## src/rtl/snn_input_loader.sv

```systemverilog
// snn_input_loader: unpacks UART image bytes LSB-first into the 1-bit
// input-unit RAM, pulses start to the SNN core after a full frame, then
// hands RAM addressing to the core until it reports done.
// Optional feature: define SNN_LOADER_TIMEOUT_EN to discard partial frames
// after TIMEOUT_CYC idle cycles (reported by a frame_err pulse).
module snn_input_loader #(
    parameter int NUM_BYTES = 98,
    parameter int NUM_BITS  = NUM_BYTES * 8
`ifdef SNN_LOADER_TIMEOUT_EN
    ,
    parameter int TIMEOUT_CYC = 1 << 20
`endif
) (
    input  logic       clk,
    input  logic       rst_n,
    input  logic       rx_rdy,
    input  logic [7:0] rx_data,
    output logic       clr_rx_rdy,
    input  logic [9:0] core_addr,
    input  logic       core_done,
    output logic [9:0] ram_addr,
    output logic       ram_data,
    output logic       ram_we,
    output logic       start,
    output logic       busy,
    output logic       frame_err
);

    localparam logic [9:0] LAST_BIT = 10'(NUM_BITS - 1);

    typedef enum logic [1:0] {
        S_WAIT  = 2'd0,
        S_SHIFT = 2'd1,
        S_START = 2'd2,
        S_RUN   = 2'd3
    } state_t;

    state_t     state_q, state_d;
    logic [9:0] bit_cnt_q, bit_cnt_d;
    logic [7:0] shreg_q, shreg_d;

`ifdef SNN_LOADER_TIMEOUT_EN
    localparam logic [19:0] IDLE_LAST = 20'(TIMEOUT_CYC - 1);
    logic [19:0] idle_q, idle_d;
`endif

    // State, bit counter and shift register (plus idle counter when enabled)
    always_ff @(posedge clk or negedge rst_n) begin
        if (!rst_n) begin
            state_q   <= S_WAIT;
            bit_cnt_q <= '0;
            shreg_q   <= '0;
`ifdef SNN_LOADER_TIMEOUT_EN
            idle_q    <= '0;
`endif
        end else begin
            state_q   <= state_d;
            bit_cnt_q <= bit_cnt_d;
            shreg_q   <= shreg_d;
`ifdef SNN_LOADER_TIMEOUT_EN
            idle_q    <= idle_d;
`endif
        end
    end

    // Next-state and outputs; outputs decode the current state so an
    // asynchronous reset drops start/ram_we immediately
    always_comb begin
        state_d    = state_q;
        bit_cnt_d  = bit_cnt_q;
        shreg_d    = shreg_q;
        clr_rx_rdy = 1'b0;
        ram_addr   = bit_cnt_q;
        ram_data   = 1'b0;
        ram_we     = 1'b0;
        start      = 1'b0;
        busy       = 1'b0;
`ifdef SNN_LOADER_TIMEOUT_EN
        idle_d     = '0;
        frame_err  = 1'b0;
`endif
        unique case (state_q)
            S_WAIT: begin
                // rst_n gate keeps the handshake quiet while held in reset
                if (rx_rdy && rst_n) begin
                    shreg_d    = rx_data;
                    clr_rx_rdy = 1'b1;
                    state_d    = S_SHIFT;
                end
`ifdef SNN_LOADER_TIMEOUT_EN
                else if (bit_cnt_q != '0) begin
                    if (idle_q == IDLE_LAST) begin
                        bit_cnt_d = '0;
                        frame_err = 1'b1;
                    end else begin
                        idle_d = idle_q + 20'd1;
                    end
                end
`endif
            end
            S_SHIFT: begin
                ram_we   = 1'b1;
                ram_data = shreg_q[0];
                shreg_d  = shreg_q >> 1;
                if (bit_cnt_q[2:0] == 3'd7) begin
                    // Last bit of the frame: counter parks at NUM_BITS-1,
                    // START clears it
                    if (bit_cnt_q == LAST_BIT) begin
                        state_d = S_START;
                    end else begin
                        bit_cnt_d = bit_cnt_q + 10'd1;
                        state_d   = S_WAIT;
                    end
                end else begin
                    bit_cnt_d = bit_cnt_q + 10'd1;
                end
            end
            S_START: begin
                start     = 1'b1;
                busy      = 1'b1;
                bit_cnt_d = '0;
                state_d   = S_RUN;
            end
            S_RUN: begin
                ram_addr = core_addr;
                busy     = 1'b1;
                if (core_done) begin
                    state_d = S_WAIT;
                end
            end
            default: state_d = S_WAIT;
        endcase
    end

`ifndef SNN_LOADER_TIMEOUT_EN
    assign frame_err = 1'b0;
`endif

endmodule

```

## config.mk

```make
export PLATFORM = sky130hd
export DESIGN_NAME = snn_input_loader
export DESIGN_NICKNAME = d
export VERILOG_FILES = /design/src/rtl/snn_input_loader.sv
export SDC_FILE = /design/constraint.sdc
export NUM_CORES = 1
export LEC_CHECK = 0
export CAP_MARGIN = 10
export CORE_ASPECT_RATIO = 0.6
export CORE_UTILIZATION = 47
export DETAILED_ROUTE_END_ITERATION = 12
export GPL_TIMING_DRIVEN = 0
export HOLD_SLACK_MARGIN = 0.02
export PLACE_DENSITY = 0.76
export SLEW_MARGIN = 10
export SYNTH_ARGS = -nofsm -noshare
export SYNTH_HDL_FRONTEND = slang
export SYNTH_SLANG_ARGS = --single-unit
export TNS_END_PERCENT = 10
```

## constraint.sdc

```tcl
create_clock -name clk -period 2.1 [get_ports clk]
set_input_delay 0.42 -clock clk [delete_from_list [all_inputs] [get_ports clk]]
set_output_delay 0.42 -clock clk [all_outputs]
set_load 0.02 [all_outputs]
```

==> results.ini, run 1 <==
[run_status]
status=complete, no violations

[pwr]
p_sw_mw=0.7405
pwr-share-seq_pct=37.0
swShare_pct=41.33
vdd_drop_max_uv=996.0
p_leak_nw=0.7471
comb_power_share_pct=46.5
p_clk_share_pct=16.5
p_per_area_mw_per_mm2=1035
p_int_mw=1.051

[clocking]
root_buffer=clkbuf_8
clock-sinks=20
cts_tree=yes
numCtsBuffers=3
clk_pin_slew_ps=80
cts-htree-levels=1
hold_buffers=0
clock_path_buffers=2
clk_latency_ps=260

[layout]
syn_to_final_growth_pct=35.06
drive_gt1_share_pct=21.02
layout.nets=201
final_cell_count_no_fill=208
insertedDiodeCount=0
nFillCells=204

[logic_synthesis]
synth_mux_area_share_pct=14.06
yosys.area.top_type_share_pct=39.06
synth_top_family_by_area=simple AND/OR/NAND/NOR gates
synthesis.instances=134
yosys.area_share.adder_pct=1.953
synthXorXnorAreaFrac_pct=0
synth_warnings=0
synth_seq_area_share_pct=39.06
yosys.area_share.simple_pct=22.56
synth-seq-cells=20
synth_edf_count=0
synth_compound_area_share_pct=16.41
synthFlopType=dfrtp_1
synth_fp_nets=158
synthArstFlopShare_pct=100.0
ys_types=36
netlist_area_mm2=0.001281
yosys.area.top_type=dfrtp_1
synthTopCellsByArea=dfrtp_1 39%, mux2i_1 7.0%, mux2_2 7.0%
avgSynthCellArea_um2=9.561

[job]
cap_violations=0

[die]
core_mm2=0.002540
io_pins=38
dieArea_mm2=0.002946
start_util_pct=50.44
dieHeight_um=42.44
num_rows=14
die_x_um=69.41

[global_routing]
antenna_found_initial=0
grt_usage_pct=23.48
grt_pass1_wl_mm=5.326
grt_max_degree=23
grt_pass1_vias=1105
grt_overflow=0

[critical_path]
cp-endpoint=ram_addr[6]
slowest_stage=dfrtp_1
end_kind=primary output
worstRegToRegCells=5
crit_chain=and2_1 -> buf_4 -> buf_6 -> mux2_2 -> buf_2
path_max_fanout=10
rr_startpoint=bit_cnt_q[1]
cp.arrival_ps=1640
timing_worst_setup_path_type=reg2out
rr_endpoint=bit_cnt_q[2]
critPathLaunchType=flop
max_stage_delay_ps=440
rrSetupSlack_ps=170
worstPathRequired_ps=1680

[place]
place_congestion=0.7845
dp.cells=202
io_buffers=36
hpwl_mm=2.350

[route]
dr.pass1.iters=4
wl_per_cell_um=15.10
drtIter0Drc=76
viasPerCell=5.548
final_antenna_net_count=0
drc=0
wirelength_mm=3.141
vias=1154

[timing]
setup-violations-final=0
fin_skew_ps=5.191
drv_slew=0
whs_ps=34.67
post-route-min-period_ps=2061
hold_viol_final=0
fin_crit_sh_pct=98.14
rsz0062_at_grt=yes
max_clock_freq_ghz=0.4852

[min_path]
hp-class=in2async

==> Yosys cell counts (2+ instances only) <==
master and number:
nand2_1 23, dfrtp_1 20, o21ai_0 14, mux2i_1 9
mux2_2 8, inv_1 5, buf_2 4, buf_4 3
clkbuf_1 3, nand2b_1 3, nand4_1 3, o211ai_1 3
o31a_1 3, or4_1 3, a21oi_1 2, a22o_1 2
and2_1 2, ha_1 2, nand3_1 2, nand4b_2 2
nor2_1 2, o311ai_0 2
==> worst min path at each step <==
| stage | start | to | slack (ps) | cells after the start |
|---|---|---|---|---|
| 2_1_floorplan | rst_n | asynchronous set/reset pin | 120 | 0 |
| 5_1_grt | rst_n | bit_cnt_q[9] | 50 | 1 |
| 3_3_place_gp | shreg_q[1] | shreg_q[0] | 460 | 2 |
| 3_5_place_dp | shreg_q[4] | shreg_q[3] | 480 | 2 |
| 4_1_cts | rst_n | bit_cnt_q[9] | 40 | 1 |
| 6_report | rst_n | bit_cnt_q[9] | 30 | 1 |
==> cells by family (layout without fill, tap and decap cells) <==
kind of cell,Yosys count,count (layout)
simple gates,47,47
fa+ha+maj,2,2
mux,17,17
compound gates,32,32
flops,20,20
buf+inv,15,57
other cells,1,1
==> critical path: cells and delay by family, from the launching register on <==
kind                   cells  cell delay (ps)
DFF                        1              440
buffers and inverters      3              460
and+or+nand+nor            1              150
muxes                      1              330
==> repair_timing <==
| action | 4_1_cts | 5_1_grt |
|---|---|---|
| resized for setup | 32 | 19 |
| setup buffers | 2 | 0 |
| setup endpoints to repair | 22 | 14 |
==> cell usage in the layout (no fill, tap or decap), drive strengths merged, types with 2 or more instances in the layout <==
cell and n:
nand2 23, mux2 8, and2 2, dlygate4sd2 2, nand2b 3, a21oi 2, ha 2, nand4 3
clkdlybuf4s15 5, o31a 3, clkbuf 11, nand3 2, or4 3, mux2i 9, o311ai 2, o21ai 15
dfrtp 20, a22o 2, o211ai 3, clkdlybuf4s50 21, nor2 2, buf 13, inv 5, nand4b 3
==> metrics by stage <==
step	TNS [ps]	instance area (um2)	setup slack, ps	power [mW]	utilization (%)
floorplan	0	1281	337.0	1.191	-
global placement	-4835	1682	-1074	1.500	66.21
detailed placement	-5492	1682	-1117	1.535	66.21
CTS	0	1738	6.884	1.788	68.42
global route	-36.39	1730	-18.34	1.921	68.13
finish	0	1730	38.98	1.792	68.13
==> state kept, by name, summed over array words and instances (netlist names), named ones only <==
register,flops
state_q,1
bit_cnt_q,10
shreg_q,8
==> area by class of cell <==
type	instances	area (um2)	share of cell area (%)
Tap cell	32	40.04	2.314
Timing Repair Buffer	38	335.3	19.38
Buffer	10	67.56	3.905
Multi-Input combinational cell	99	713.2	41.21
Inverter	5	18.77	1.085
Sequential cell	20	500.5	28.92
Clock buffer	4	55.05	3.181
==> metal layers <==
layer	vias to the layer above	track usage, %	routed length (um)
met3	4	4.327	210
li1	574	-	-
met4	0	7.347	36
met5	-	0	0
met2	45	35.15	1279
met1	531	34.40	1615
==> power by group through the flow <==
| stage | sequential, mW | combinational [mW] | clock, mW |
|---|---|---|---|
| 2_1_floorplan | 0.611 | 0.580 | 0 |
| 4_1_cts | 0.655 | 0.829 | 0.303 |
| 3_5_place_dp | 0.664 | 0.872 | 0 |
| 6_report | 0.663 | 0.833 | 0.296 |
| 5_1_grt | 0.682 | 0.922 | 0.316 |
| 3_3_place_gp | 0.656 | 0.844 | 0 |
(Power assumes the default switching activity.)
==> run 2, diff against run 1 <==
SLEW_MARGIN = 20   (was 10)
==> results of run 2 <==
The final DEF is identical to that of run 1; final timing and power are the same.
